$ cat config.mk
export PLATFORM = sky130hd
export DESIGN_NAME = multi_timer
export DESIGN_NICKNAME = d
export VERILOG_FILES = /design/src/rtl/timer_pkg.sv /design/src/rtl/timer_channel.sv /design/src/rtl/multi_timer.sv
export SDC_FILE = /design/constraint.sdc
export NUM_CORES = 1
export LEC_CHECK = 0
export CAP_MARGIN = 20
export CORE_ASPECT_RATIO = 1.75
export CORE_MARGIN = 1
export CORE_UTILIZATION = 45
export CTS_CLUSTER_SIZE = 14
export DETAILED_ROUTE_END_ITERATION = 8
export SYNTH_ARGS = -nofsm -noshare
export SYNTH_HDL_FRONTEND = slang
export SYNTH_SLANG_ARGS = --single-unit
$ cat constraint.sdc
create_clock -name CLK -period 2.35 [get_ports CLK]
set_input_delay 0.3525 -clock CLK [delete_from_list [all_inputs] [get_ports CLK]]
set_output_delay 0.3525 -clock CLK [all_outputs]
set_load 0.02 [all_outputs]
$ cat src/rtl/timer_pkg.sv
// Shared types and default constants for the multi-channel millisecond timer.
package timer_pkg;

    typedef enum logic {
        StIdle = 1'b0,
        StRun  = 1'b1
    } ch_state_e;

    localparam int unsigned DefNumCh     = 4;
    localparam int unsigned DefIntW      = 16;
    localparam int unsigned DefCntW      = 32;
    localparam int unsigned DefTickShift = 13;
    localparam int unsigned TicksPerMs   = 1 << DefTickShift;

endpackage

$ cat src/rtl/timer_channel.sv
// One timer channel: down-counter, run state, reload mode and sticky expired flag.
module timer_channel
    import timer_pkg::*;
#(
    parameter int unsigned INT_W      = DefIntW,
    parameter int unsigned CNT_W      = DefCntW,
    parameter int unsigned TICK_SHIFT = DefTickShift
) (
    input  logic             i_clk,
    input  logic             i_rst_n,
    input  logic             i_gwe,
    input  logic             i_wr,
    input  logic [INT_W-1:0] i_interval,
    input  logic             i_periodic,
    input  logic             i_stop,
    input  logic             i_rd,
    output logic             o_flag
);

    ch_state_e        r_state, w_state_d;
    logic             r_periodic, w_periodic_d;
    logic [INT_W-1:0] r_interval, w_interval_d;
    logic [CNT_W-1:0] r_cnt, w_cnt_d;
    logic             r_flag, w_flag_d;

    logic [CNT_W-1:0] w_load_new;
    logic [CNT_W-1:0] w_load_old;
    logic             w_stop_eff;
    logic             w_expire;

    assign w_load_new = CNT_W'(i_interval) << TICK_SHIFT;
    assign w_load_old = CNT_W'(r_interval) << TICK_SHIFT;

    // A load on the same edge overrides a stop; an effective stop suppresses expiry.
    assign w_stop_eff = i_stop & ~i_wr;
    assign w_expire   = (r_state == StRun) && (r_cnt == '0) && !w_stop_eff;

    always_comb begin
        w_state_d    = r_state;
        w_periodic_d = r_periodic;
        w_interval_d = r_interval;
        w_cnt_d      = r_cnt;
        w_flag_d     = r_flag;

        if (i_wr) begin
            w_cnt_d      = w_load_new;
            w_interval_d = i_interval;
            w_periodic_d = i_periodic;
            w_state_d    = StRun;
        end else if (i_stop) begin
            w_state_d = StIdle;
        end else if (r_state == StRun) begin
            if (r_cnt != '0) begin
                w_cnt_d = r_cnt - CNT_W'(1);
            end else if (r_periodic) begin
                w_cnt_d = w_load_old;
            end else begin
                w_state_d = StIdle;
            end
        end

        if (w_expire) begin
            w_flag_d = 1'b1;
        end else if (i_rd) begin
            w_flag_d = 1'b0;
        end
    end

    always_ff @(posedge i_clk) begin
        if (!i_rst_n) begin
            r_state    <= StIdle;
            r_periodic <= 1'b0;
            r_interval <= '0;
            r_cnt      <= '0;
            r_flag     <= 1'b0;
        end else if (i_gwe) begin
            r_state    <= w_state_d;
            r_periodic <= w_periodic_d;
            r_interval <= w_interval_d;
            r_cnt      <= w_cnt_d;
            r_flag     <= w_flag_d;
        end
    end

    assign o_flag = r_flag;

endmodule

$ cat src/rtl/multi_timer.sv
// NUM_CH independent ms timers with read-to-clear expiry flags.
// Define MULTI_TIMER_IRQ_EN to add the interrupt mask register and registered irq.
module multi_timer
    import timer_pkg::*;
#(
    parameter int unsigned NUM_CH     = DefNumCh,
    parameter int unsigned INT_W      = DefIntW,
    parameter int unsigned CNT_W      = DefCntW,
    parameter int unsigned TICK_SHIFT = DefTickShift,
    localparam int unsigned CH_W      = (NUM_CH > 1) ? $clog2(NUM_CH) : 1
) (
    input  logic              CLK,
    input  logic              RST,
    input  logic              GWE,
    input  logic              wr_en,
    input  logic [CH_W-1:0]   wr_ch,
    input  logic [INT_W-1:0]  wr_interval,
    input  logic              wr_periodic,
    input  logic              stop_en,
    input  logic [CH_W-1:0]   stop_ch,
    input  logic              rd_en,
    input  logic [CH_W-1:0]   rd_ch,
    output logic              status_out,
    output logic [NUM_CH-1:0] status_vec,
    input  logic              mask_we,
    input  logic [NUM_CH-1:0] mask_in,
    output logic              irq
);

    if (INT_W + TICK_SHIFT > CNT_W) begin : g_width_err
        $error("multi_timer: INT_W + TICK_SHIFT must not exceed CNT_W");
    end
    if (NUM_CH < 1 || NUM_CH > 16) begin : g_num_ch_err
        $error("multi_timer: NUM_CH must be in 1..16");
    end

    logic [NUM_CH-1:0] w_flags;

    for (genvar i = 0; i < NUM_CH; i++) begin : g_ch
        logic w_wr, w_stop, w_rd;

        assign w_wr   = wr_en   && (wr_ch   == CH_W'(i));
        assign w_stop = stop_en && (stop_ch == CH_W'(i));
        assign w_rd   = rd_en   && (rd_ch   == CH_W'(i));

        timer_channel #(
            .INT_W      (INT_W),
            .CNT_W      (CNT_W),
            .TICK_SHIFT (TICK_SHIFT)
        ) u_ch (
            .i_clk      (CLK),
            .i_rst_n    (RST),
            .i_gwe      (GWE),
            .i_wr       (w_wr),
            .i_interval (wr_interval),
            .i_periodic (wr_periodic),
            .i_stop     (w_stop),
            .i_rd       (w_rd),
            .o_flag     (w_flags[i])
        );
    end

    assign status_vec = w_flags;
    // Shows the flag before any clear taking effect at the coming edge.
    assign status_out = w_flags[rd_ch];

`ifdef MULTI_TIMER_IRQ_EN
    logic [NUM_CH-1:0] r_mask;
    logic              r_irq;

    always_ff @(posedge CLK) begin
        if (!RST) begin
            r_mask <= '0;
            r_irq  <= 1'b0;
        end else if (GWE) begin
            if (mask_we) begin
                r_mask <= mask_in;
            end
            r_irq <= |(w_flags & r_mask);
        end
    end

    assign irq = r_irq;
`else
    logic w_unused_mask;

    assign w_unused_mask = ^{mask_we, mask_in};
    assign irq           = 1'b0;
`endif

endmodule

======== Word level (Yosys, flattened, before mapping) ========
Index checks and enable logic that the tools add are counted.
Widths: inputs -> output; s select.
storage, ports and cells
  register bits after elaboration ......... 204
  input bits .............................. 34
  output and inout port bits .............. 6
  logic and storage cells ................. 155
cells by class
  add/sub/neg operators ................... 4
  $lt $le $gt $ge ......................... 1
  eq/ne operators ......................... 13
  multiplexer cells ....................... 50
  bitwise operators ....................... 8
  reduce and logical (&&, ||, !) cells .... 59
operators with widths
  cell                   count
  $mux 32                20
  $logic_not 32->1       4
  $reduce_bool 32->1     4
  $sub 32x1->32 const B  4
  $mux 1                 29
  $logic_and 1x1->1      20
  $reduce_and 2->1       8
  $reduce_and 4->1       4
  $reduce_bool 2->1      8
  $eq 2x2->1 const B     6
  $reduce_bool 3->1      4
  $ne 2x1->1 const B     4
  $eq 2x1->1 const B     3
  $logic_not 2->1        3
  $and 1x1->1            4
  $logic_not 1->1        4
  $not 1->1              4
  $lt 2x3->1 const B     1
  $bmux 1 s2             1

======== Logic depth before layout (Yosys ltp) ========
  depth in word-level cells ............... 8
  depth in mapped cells ................... 10
  depth with buffers taken out ............ 8

======== Cells and area by module ========
From an unflattened synthesis, not the netlist that was laid out.
unflattened totals
  cell total of the unflattened synthesis .. 1443
  area total of the unflattened synthesis .. 11662.4 um2
modules (own cells, without submodules)
  module         times used  cells an instance  area an instance (um2)  sequential area each (um2)
  timer_channel  4           357                2882.8                  1021.0
  multi_timer    1           15                 131.4                   0.0

======== Worst setup path after synthesis ========
OpenSTA, ideal clock, no wires.
  path kind ............................... register to register
  from .................................... register g_ch[1].u_ch.r_cnt[24]
  to ...................................... register g_ch[1].u_ch.r_cnt[20]
  setup time .............................. 0.130 ns
  arrival time ............................ 2.395 ns
  data required time ...................... 2.220 ns
  path slack .............................. -0.175 ns
  stages on the path, launching flop included .. 9
  path buffers ............................ 2
  period minus slack after synthesis ...... 2.525 ns
  cells stage by stage .................... dfxtp_1 -> or4_4 -> or3b_1 -> buf_2 -> or4_4 -> buf_6 -> o21ai_0 -> a2bb2oi_1 -> a21oi_1
on the way
  longest elaborated chain between the ends .. 5
  elaborated cells on any way between the ends .. 7
  classes of those cells .................. mux (4); reduce/logical (3)
RTL lines
  element                 RTL line             text
  from (decl)             timer_channel.sv:23  logic [CNT_W-1:0] r_cnt, w_cnt_d;
  from (signal assigned)  timer_channel.sv:80  r_cnt <= w_cnt_d;
  $reduce_bool 32->1 *    timer_channel.sv:53  if (r_cnt != '0) begin
  $mux 32                 timer_channel.sv:53
  $mux 32                 timer_channel.sv:52  end else if (r_state == StRun) begin
  $mux 32                 timer_channel.sv:50  end else if (i_stop) begin
  $mux 32                 timer_channel.sv:45  if (i_wr) begin
Every way passes the cells marked *; elsewhere a longest branch is shown, timed or not. The select of a mux whose other input is x is not followed.
A chain may end at the register's enable or synchronous reset.

======== Worst setup path after layout ========
  from .................................... register g_ch[3].u_ch.r_cnt[17]
  to ...................................... register g_ch[3].u_ch.r_cnt[23]
on the way
  longest elaborated chain between the ends .. 5
  elaborated cells on any way between the ends .. 8
  classes of those cells .................. add/sub (1); mux (4); reduce/logical (3)
RTL lines
  element                                              RTL line
  from (decl)                                          timer_channel.sv:23
  from (signal assigned)                               timer_channel.sv:80
  $sub 32x1->32 or $reduce_bool 32->1 (tied branches)  timer_channel.sv:54, timer_channel.sv:53
  $mux 32                                              timer_channel.sv:53
  $mux 32                                              timer_channel.sv:52
  $mux 32                                              timer_channel.sv:50
  $mux 32                                              timer_channel.sv:45
Several ways; a longest one is shown, not always the timed one. The select of a mux whose other input is x is not followed.

==> reports/summary.txt <==
SYNTHESIS
--------------------------------------------------------------------------------------
Synthesis-stage register bit count ......................................          204
Sequential fraction of the synthesis area ...............................        37.3%
Number of flops mapped to enable cells by yosys .........................            0
Proportion of netlist area held by the largest area contributor .........        37.3%
Share of flip-flops with an asynchronous set or reset ...................           0%
Net count after synthesis ...............................................         1491
Count of yosys warnings during synthesis ................................            0
Biggest area consumer among synthesized cells ...........................      dfxtp_1
Biggest area contributors in the synthesized netlist .................... dfxtp_1, a21oi_1, nand2_1
Mean Syn Cell Area ......................................................    7.54 um^2
Gate count after technology mapping .....................................         1453
Distinct cells, synth ...................................................           80
Summed instance area of the synthesized netlist .........................  0.0109 mm^2
Primary flip-flop cell chosen by synthesis mapping ......................      dfxtp_1

CTS
--------------------------------------------------------------------------------------
Cell at the root of the clock tree ......................................    clkbuf_16
TritonCTS clock tree ....................................................        built
Clock slew seen by the registers of the worst setup and hold paths ......      0.07 ns
Inserted Clock Buffers ..................................................           21
Worst-skew pair later-pin latency .......................................      0.53 ns
CTS H-Tree Depth ........................................................            1
CTS Sinks ...............................................................          204
Maximum buffer depth of the clock tree ..................................            3

FINISH
--------------------------------------------------------------------------------------
Post-Layout Inst Area ...................................................  0.0148 mm^2
# nets final ............................................................         1687
Diode count .............................................................            0
Fraction of layout cells with a size suffix above 1 .....................        26.4%
Layout fillers ..........................................................         2205
Most frequent standard cell in the layout excluding fill and tap cells ..      nand2_1
Commonest non-fill, non-tap cells in the layout ......................... nand2_1, dfxtp_1, buf_4
Area delta synth->final .................................................        35.4%
Fin util ................................................................        62.0%

SETUP PATH
--------------------------------------------------------------------------------------
CP endpoint ............................................................. g_ch[3].u_ch.r_cnt[23]
Cell family with most CP delay .......................................... simple AND/OR/NAND/NOR gates
Worst endpoint required time ............................................      2.81 ns
Ordered cell list for the critical path ................................. or4_4, or4_4, buf_12, o31ai_4, buf_6, buf_12, o21ai_2, a21boi_2, o21ai_1
Register-to-Register Setup Slack ........................................     -0.18 ns
Number of buffer and inverter instances along the worst setup path ......            3
Reg2reg path depth ......................................................            9
Crit path from .......................................................... g_ch[3].u_ch.r_cnt[17]
Critical Path Sink Type .................................................    flip-flop
Max incr delay on CP ....................................................      0.56 ns
CP Max Fanout ...........................................................            4
Arrival time of the worst setup path ....................................      2.99 ns
Worst path depth ........................................................            9
Critical register-to-register path endpoint ............................. g_ch[3].u_ch.r_cnt[23]
Kind of critical path ...................................................   reg -> reg
Worst reg2reg startpoint ................................................ g_ch[3].u_ch.r_cnt[17]
Max stage delay cell, worst path ........................................        or4_4
Type of origin of the critical path .....................................    flip-flop

STA
--------------------------------------------------------------------------------------
Setup skew after layout .................................................    0.0233 ns
Max transition margin ...................................................        49.6%
Hold Fails Final Rpt ....................................................            0
Unrepaired setup endpoints after global routing .........................          yes
Setup violation total in the final timing report ........................           61
Sum of negative setup slack .............................................     -5.34 ns
Maximum clock rate ......................................................    0.395 GHz
Post-layout minimum cycle time ..........................................      2.53 ns
Transition time at the pin with the least slew margin ...................     0.754 ns
Final WS setup ..........................................................    -0.180 ns
Final worst path period share ...........................................         108%
Max Slew Vio Count ......................................................            0

ROUTE
--------------------------------------------------------------------------------------
Final wirelength ........................................................     38500 um
Uppermost routed layer ..................................................         met4
Number of iterations in the first detailed-routing pass .................            7
Average wire length per cell after detail routing .......................      19.5 um
Average via count per standard cell .....................................         6.05
Met1 wire length ........................................................     14900 um
Post-route antenna net violation count ..................................            0
Detailed-route DRC error count ..........................................            0
Vias ....................................................................        11900
Met2 WL .................................................................     19800 um
Detailed router's first-iteration violation count .......................          817
Metal3 WL ...............................................................      1880 um

PLACEMENT
--------------------------------------------------------------------------------------
Placed cell area ........................................................  0.0130 mm^2
Weighted congestion reported at the end of routability-driven placement .        0.907
HPWL after detailed placement ...........................................     25600 um
Port Buffers ............................................................           33

FLOW RUN
--------------------------------------------------------------------------------------
Number of max-cap violations ............................................            0

GRT
--------------------------------------------------------------------------------------
GRT Total Usage .........................................................        30.0%
GR Overflow Total .......................................................            0
Pin count of the biggest net entering global routing ....................           76
First-pass GRT wire length ..............................................     60000 um
Initial antenna violation count .........................................            0
Vias in the first global route ..........................................        11600

FLOORPLAN
--------------------------------------------------------------------------------------
Floorplan core area .....................................................  0.0239 mm^2
Effective utilization at floorplan ......................................        45.8%
Die Area ................................................................  0.0250 mm^2
Row count ...............................................................           75
Die width ...............................................................       120 um
Die extent in y .........................................................       208 um
Top-level I/O count .....................................................           40

RUN STATUS
--------------------------------------------------------------------------------------
Failing checks .......................................................... setup timing
Outcome ................................................................. finished, violations left

WORST HOLD PATH
--------------------------------------------------------------------------------------
Kind of path behind the tightest hold check .............................    in -> reg

-- repair_timing --
item / 4_1_cts / 5_1_grt
gates cloned: 6 / 4
hold buffers: 0 / 0
setup endpoints to repair: 82 / 107
pin swaps: 31 / 42
setup buffers: 15 / 14
resized for setup: 68 / 110
-- per-layer routing --
metal	up-vias	GRT usage, %
met2	359	55.2
met3	116	3.34
li1	5714	-
met4	0	13.7
met1	5724	33.8
met5	-	0
-- registers in the layout (all words and copies together) (netlist names) --
register and cells:
g_ch.u_ch.r_interval 64, g_ch.u_ch.o_flag 4, g_ch.u_ch.r_periodic 4, g_ch.u_ch.r_cnt 128
g_ch.u_ch.r_state 4
-- logic make-up after synthesis --
logic type	Yosys count	synth area share, %
other cells	1	0.0342
fa+ha+maj	4	0.457
buf+inv	133	5.45
xor+xnor	34	2.72
flops	204	37.3
compound gates	446	25.3
simple gates	627	28.3
mux	4	0.491
-- worst register-to-register path, delay by kind of cell, from the launching register on --
family,cells,cell delay [ns]
AND/OR/NAND/NOR,2,1.10
AO/OA/AOI/OAI,4,0.60
buffers and inverters,3,0.45
flip-flops,1,0.32
-- area by class of cell --
class,count,area (um^2),share of cell area [%]
Multi-Input combinational cell,1118,6940,46.8
Sequential cell,204,4090,27.6
Timing Repair Buffer,282,2620,17.7
Clock buffer,29,616,4.15
Tap cell,308,385,2.60
Clock inverter,7,87.6,0.591
Inverter,22,85.1,0.574
-- how the worst min path moves through the flow --
stage / slack [ns] / start / end / depth (start not counted)
finish: 0.33 / RST / g_ch[1].u_ch.o_flag / 3
floorplan: 0.43 / g_ch[3].u_ch.r_periodic / g_ch[3].u_ch.r_periodic / 2
global placement: 0.44 / g_ch[1].u_ch.r_periodic / g_ch[1].u_ch.r_periodic / 2
global route: 0.36 / RST / g_ch[1].u_ch.o_flag / 3
detailed placement: 0.44 / g_ch[1].u_ch.r_periodic / g_ch[1].u_ch.r_periodic / 2
CTS: 0.33 / RST / g_ch[2].u_ch.r_cnt[2] / 3
-- cells in the mapped netlist, types with 6 or more instances --
| library cell | number |
|---|---|
| nand2_1 | 230 |
| dfxtp_1 | 204 |
| a21oi_1 | 194 |
| nor2_1 | 117 |
| o21ai_0 | 79 |
| clkbuf_1 | 76 |
| nor3_1 | 55 |
| nor4_1 | 39 |
| nand3_1 | 37 |
| o211ai_1 | 37 |
| or3_1 | 29 |
| nand4_1 | 24 |
| or4_1 | 21 |
| a211oi_1 | 20 |
| inv_1 | 20 |
| xnor2_1 | 18 |
| xor2_1 | 16 |
| buf_2 | 15 |
| o31ai_1 | 15 |
| buf_4 | 14 |
| a31oi_1 | 10 |
| or2_2 | 10 |
| nand3b_1 | 9 |
| nand4b_1 | 9 |
| o221ai_1 | 9 |
| a21o_1 | 8 |
| a211o_1 | 7 |
| nand2b_1 | 7 |
| o211a_1 | 7 |
| o31a_1 | 6 |
-- per-stage QoR --
| stage | setup slack (ns) | hold slack, ns | std cells |
|---|---|---|---|
| final | -0.180 | 0.332 | 1970 |
| after global placement | -0.410 | 0.440 | 1895 |
| after CTS | -0.176 | 0.327 | 1952 |
| after detailed placement | -0.432 | 0.444 | 1895 |
| after global routing | -0.236 | 0.360 | 1970 |
| after floorplan | -0.0569 | 0.431 | 1453 |
Power is not shown: default switching activity piles up to over one toggle a cycle in this logic, so the estimate is an artifact.
